$ cat src/rtl/pc_addr_stack.sv
// Program counter plus an 8-level push-down return-address stack for the 8008 core.
// Entry[sp] is the live PC. The block also registers the address byte that the bus puts out in T1/T2.
module pc_addr_stack #(
  parameter  int WIDTH      = 8,
  parameter  int ADDR_WIDTH = 14,
  parameter  int DEPTH      = 8,
  localparam int SP_W       = $clog2(DEPTH)
) (
  input  logic                  clk,
  input  logic                  rst_n,
  input  logic                  en,
  input  logic [2:0]            op,
  input  logic                  cond_ok,
  input  logic [2:0]            rst_vec,
  input  logic [WIDTH-1:0]      data_in,
  input  logic                  tgt_lo_we,
  input  logic                  tgt_hi_we,
  input  logic [1:0]            cycle,
  input  logic [1:0]            addr_sel,
  output logic [WIDTH-1:0]      addr_out,
  output logic [ADDR_WIDTH-1:0] pc,
  output logic [SP_W-1:0]       sp,
  output logic                  stk_wrap
);

  typedef enum logic [2:0] {
    OP_NOP  = 3'b000,
    OP_INC  = 3'b001,
    OP_JMP  = 3'b010,
    OP_CALL = 3'b011,
    OP_RET  = 3'b100,
    OP_RST  = 3'b101
  } op_e;

  localparam int HI_W = ADDR_WIDTH - WIDTH;
  localparam logic [ADDR_WIDTH-1:0] PC_ONE = ADDR_WIDTH'(1);
  localparam logic [SP_W-1:0]       SP_ONE = SP_W'(1);
  localparam logic [SP_W-1:0]       SP_MAX = SP_W'(DEPTH - 1);

  logic [ADDR_WIDTH-1:0] r_stack [DEPTH];
  logic [SP_W-1:0]       r_sp;
  logic [ADDR_WIDTH-1:0] r_tgt;
  logic [WIDTH-1:0]      r_addr;
  logic                  r_wrap;

  logic [ADDR_WIDTH-1:0] w_pc;
  logic [ADDR_WIDTH-1:0] w_rst_tgt;
  logic [SP_W-1:0]       w_sp_next;
  logic                  w_wr_en;
  logic [SP_W-1:0]       w_wr_idx;
  logic [ADDR_WIDTH-1:0] w_wr_val;
  logic                  w_wrap;
  logic [WIDTH-1:0]      w_hi_byte;

  assign w_pc      = r_stack[r_sp];
  assign w_rst_tgt = {{(ADDR_WIDTH-6){1'b0}}, rst_vec, 3'b000};

  // NOTE: every signal gets a default before the case so no path leaves it unassigned (no latch).
  always_comb begin
    w_sp_next = r_sp;
    w_wr_en   = 1'b0;
    w_wr_idx  = r_sp;
    w_wr_val  = w_pc;
    w_wrap    = 1'b0;
    if (en) begin
      case (op_e'(op))
        OP_INC: begin
          w_wr_en  = 1'b1;
          w_wr_val = w_pc + PC_ONE;
        end
        OP_JMP: begin
          if (cond_ok) begin
            w_wr_en  = 1'b1;
            w_wr_val = r_tgt;
          end
        end
        OP_CALL, OP_RST: begin
          if (cond_ok || op_e'(op) == OP_RST) begin
            w_sp_next = r_sp + SP_ONE;
            w_wr_en   = 1'b1;
            w_wr_idx  = r_sp + SP_ONE;
            w_wr_val  = (op_e'(op) == OP_RST) ? w_rst_tgt : r_tgt;
            w_wrap    = (r_sp == SP_MAX);
          end
        end
        OP_RET: begin
          if (cond_ok) begin
            w_sp_next = r_sp - SP_ONE;
            w_wrap    = (r_sp == '0);
          end
        end
        default: ;
      endcase
    end
  end

  // The high byte is built field by field, so the zero pad can shrink to nothing with the default widths.
  always_comb begin
    w_hi_byte                 = '0;
    w_hi_byte[HI_W-1:0]       = w_pc[ADDR_WIDTH-1:WIDTH];
    w_hi_byte[WIDTH-1 -: 2]   = cycle;
  end

  // NOTE: the stack array is cleared on reset because a wrapped RET exposes entries that were never written.
  always_ff @(posedge clk) begin
    if (!rst_n) begin
      for (int i = 0; i < DEPTH; i++) r_stack[i] <= '0;
      r_sp   <= '0;
      r_tgt  <= '0;
      r_addr <= '0;
      r_wrap <= 1'b0;
    end else begin
      // NOTE: non-blocking updates ensure the target write and the op in the same cycle both see the old tgt.
      if (w_wr_en) r_stack[w_wr_idx] <= w_wr_val;
      r_sp   <= w_sp_next;
      r_wrap <= w_wrap;
      if (en) begin
        if (tgt_lo_we) r_tgt[WIDTH-1:0]          <= data_in;
        if (tgt_hi_we) r_tgt[ADDR_WIDTH-1:WIDTH] <= data_in[HI_W-1:0];
        case (addr_sel)
          2'b01:   r_addr <= w_pc[WIDTH-1:0];
          2'b10:   r_addr <= w_hi_byte;
          default: ;
        endcase
      end
    end
  end

  assign pc       = w_pc;
  assign sp       = r_sp;
  assign addr_out = r_addr;
  assign stk_wrap = r_wrap;

endmodule

$ cat config.mk
export PLATFORM = sky130hd
export DESIGN_NAME = pc_addr_stack
export DESIGN_NICKNAME = d
export VERILOG_FILES = /design/src/rtl/pc_addr_stack.sv
export SDC_FILE = /design/constraint.sdc
export NUM_CORES = 1
export LEC_CHECK = 0
export CAP_MARGIN = 20
export CORE_MARGIN = 4
export CORE_UTILIZATION = 57
export CTS_CLUSTER_SIZE = 8
export DETAILED_ROUTE_END_ITERATION = 10
export PLACE_DENSITY = 0.86
export RECOVER_POWER = 100
export SYNTH_ARGS = -nofsm -noshare
export SYNTH_HDL_FRONTEND = slang
export SYNTH_SLANG_ARGS = --single-unit
$ cat constraint.sdc
create_clock -name clk -period 3.7 [get_ports clk]
set_input_delay 0.74 -clock clk [delete_from_list [all_inputs] [get_ports clk]]
set_output_delay 0.74 -clock clk [all_outputs]
set_load 0.01 [all_outputs]
==> flow_summary_export.csv <==
group,metric,value,unit
status,status,"finished, final reports clean",
place,post-place-ws,398,ps
setup_path,critPathTopFamily,"buffers and inverters",
setup_path,crit_chain,"clkbuf_2 > mux4_2 > mux2i_2 > inv_2 > clkdlybuf4s50_1",
logic_synthesis,synth.area.mux_share,12.7,%
drt,wl,19900,µm
cts,tritoncts,"yes",
cts,cts-hold-fix-buffers,0,
logic_synthesis,synth-async-reset-ratio,0,%
timing,setup_tns,0,ps
logic_synthesis,ys.flop_type,"edfxtp_1",
power_and_ir_drop,seq_power_share,45.7,%
timing,rsz0062_at_grt,"no",
logic_synthesis,synth_compound_area_share,10.7,%
power_and_ir_drop,power.density,470,nW/µm²
drt,dr.pass1.iters,6,
setup_path,cp.buffers_inverters,3,
logic_synthesis,synth_area_leaders,"edfxtp_1 47%, dfxtp_1 8.1%, mux4_2 6.3%, nor2_1 5.1%, a21oi_1 3.9%",
global_route,grt_pass1_vias,5569,
layout,layout_commonest_cell,"edfxtp_1",
layout,layout_common_cells,"112 x edfxtp_1, 97 x nor2_1, 55 x a21oi_1",
global_route,grt_pass1_wl,30900,µm
timing,fmaxAchievable,277,MHz
global_route,grt_max_degree,24,
layout,antenna_cells,0,
drt,drtAntennaViolNets,0,
worst_hold_path,min_path_type,"reg -> reg",
drt,route.detailed.drc,0,
logic_synthesis,yosysSeqAreaShare,55.3,%
logic_synthesis,syn_inst,589,
floorplanning,die_area,14400,µm²
cts,cts_buffers,17,
worst_hold_path,hold_depth,2,
floorplanning,die_w,120,µm
setup_path,reg2regPathDepth,7,
job,max_cap_violations,0,
cts,clk_latency,420,ps
setup_path,max_stage_delay,650,ps
cts,numClockSinks,141,
setup_path,cp.required,2960,ps
logic_synthesis,synth_top_area_share,47.2,%
power_and_ir_drop,power.switching,1.03,mW
power_and_ir_drop,power_leakage,2.93,nW
cts,ctsRootBufferMaster,"clkbuf_16",
setup_path,crit_fanout,15,
setup_path,path_class,"reg -> out",
logic_synthesis,syn_area,7130,µm²
place,dp_hpwl,13500,µm
timing,setup_slack,90.9,ps
setup_path,arrival,2870,ps
logic_synthesis,synth-simple-area-share,15.6,%
logic_synthesis,yosys.area.top_type,"edfxtp_1",
drt,wl_per_cell,23.4,µm
logic_synthesis,synth_nets,619,
floorplanning,boundaryPins,50,
logic_synthesis,synthAdderAreaFrac,1.05,%
setup_path,endpoint_kind,"primary output",
power_and_ir_drop,p_comb_share,12.8,%
setup_path,crit_cells,5,
power_and_ir_drop,swShare,26.2,%
cts,cts_resized,0,
global_route,antenna_found_initial,0,
logic_synthesis,synth.avg_cell_area,12.1,µm²
logic_synthesis,synth-xor-area-share,0.246,%
timing,fin_crit,3610,ps
layout,layout-area-overhead-vs-synth,17.6,%
setup_path,crit_slowest_cell,"dfxtp_2",
place,io_buffers,49,
cts,cts_setup_buffers,0,
drt,viasPerCell,6.42,
place,gp_congestion,0.908,
power_and_ir_drop,irDropWorstVdd,274,µV
drt,num_vias,5472,
layout,drive_gt1_share,18.4,%
logic_synthesis,ys_types,73,
power_and_ir_drop,p_clk_share,41.5,%
cts,htree_levels,4,
layout,nets,701,
floorplanning,fp-row-count,40,
timing,tightest_slew,1040,ps
logic_synthesis,synth-edff-count,112,
timing,drv_slew,0,
logic_synthesis,synth_top_family_by_area,"simple AND/OR/NAND/NOR gates",
setup_path,startpoint_type,"register",
cts,clk_pin_slew,60,ps
global_route,grt.total_usage,28.7,%
layout,finish.utilization,69.2,%
power_and_ir_drop,p_int,2.91,mW
global_route,grt_overflow_total,0,
timing,hold_viol,0,
floorplanning,core,12100,µm²
floorplanning,chipHeight,120,µm
timing,post-route-period-util,97.5,%
logic_synthesis,yosys_warnings,0,
timing,setup_viol,0,
cts,cts_buffer_depth,2,
drt,dr.first_iter.drc_count,702,
floorplanning,start_util,58.9,%
timing,finalClockSkew,12.4,ps
timing,slew_headroom,30.5,%
logic_synthesis,ys_ff_latch,141,
==> logic make-up after synthesis <==
logic type,count (synthesis)
XOR/XNOR,2
AND/OR/NAND/NOR,230
buffers and inverters,48
adder cells (fa/ha/maj),6
AO/OA/AOI/OAI,115
flip-flops,141
multiplexers,47
==> cell type report <==
cell class,count,area [µm²]
clock buffer,19,433
sequential,141,3950
clock inverter,13,130
multi-input combinational,400,2830
inverter,13,51.3
timing repair buffer,98,783
tap,168,210
fill,898,3730
==> routing by layer <==
| layer | global-route usage (%) | vias to the layer above | part of all wire [%] |
|---|---|---|---|
| li1 | - | 2389 | - |
| met1 | 36.5 | 2683 | 38 |
| met2 | 47.8 | 351 | 50 |
| met3 | 6.22 | 49 | 9.3 |
| met4 | 12.2 | 0 | 2.9 |
| met5 | 0 | - | 0 |
==> metrics by stage <==
step           power (mW)  area (µm²)  hold WS [ps]  std cells
6_report             3.94        8380           457        852
5_1_grt              4.05        8380           488        852
4_1_cts              3.96        8530           464        852
3_5_place_dp         2.35        7970           456        820
3_3_place_gp         2.33        7970           444        820
2_1_floorplan        2.13        7130           432        589
==> synth_stat cells, drive strengths merged (3+ instances only) <==
| cell | instances |
|---|---|
| and2 | 7 |
| a22oi | 4 |
| nand2b | 3 |
| dfxtp | 29 |
| ha | 6 |
| nor2b | 4 |
| clkbuf | 20 |
| nand4b | 3 |
| a21oi | 55 |
| edfxtp | 112 |
| mux2 | 8 |
| nor3 | 5 |
| nor4 | 6 |
| o31ai | 5 |
| a211oi | 3 |
| inv | 13 |
| nor2 | 104 |
| o211ai | 5 |
| o21ai | 13 |
| nand3 | 21 |
| a31oi | 9 |
| nand3b | 4 |
| nand4 | 5 |
| and3 | 4 |
| mux4 | 28 |
| a32oi | 3 |
| mux2i | 11 |
| buf | 15 |
| nand2 | 53 |
==> sequential cells by signal (all words and copies together) (netlist names), named ones only <==
name      cells
r_stack     112
r_tgt        14
addr_out      8
sp            3
stk_wrap      1
==> power groups by stage <==
stage,sequential (mW),clock (mW),combinational [mW]
after floorplan,1.82,0,0.309
after global placement,1.83,0,0.503
after detailed placement,1.83,0,0.517
after CTS,1.80,1.64,0.521
after global routing,1.81,1.71,0.534
final,1.80,1.64,0.504
==> worst paths after layout <==
kind | slack (ps) | to | from
max | 90 | pc[7] | register
min | 460 | r_tgt[3] | r_tgt[3]
max reg2reg | 210 | r_stack[2][10] | register
min reg2reg | 460 | r_tgt[3] | r_tgt[3]
==> worst reg2reg max path: stages (launching register included) <==
cell and delay (ps):
dfxtp_1 790, mux4_2 340, mux2_2 280, ha_1 340
nand4_1 230, o311a_1 420, nor4_2 680, nor2_1 130
Power figures use the tool's default switching activity.
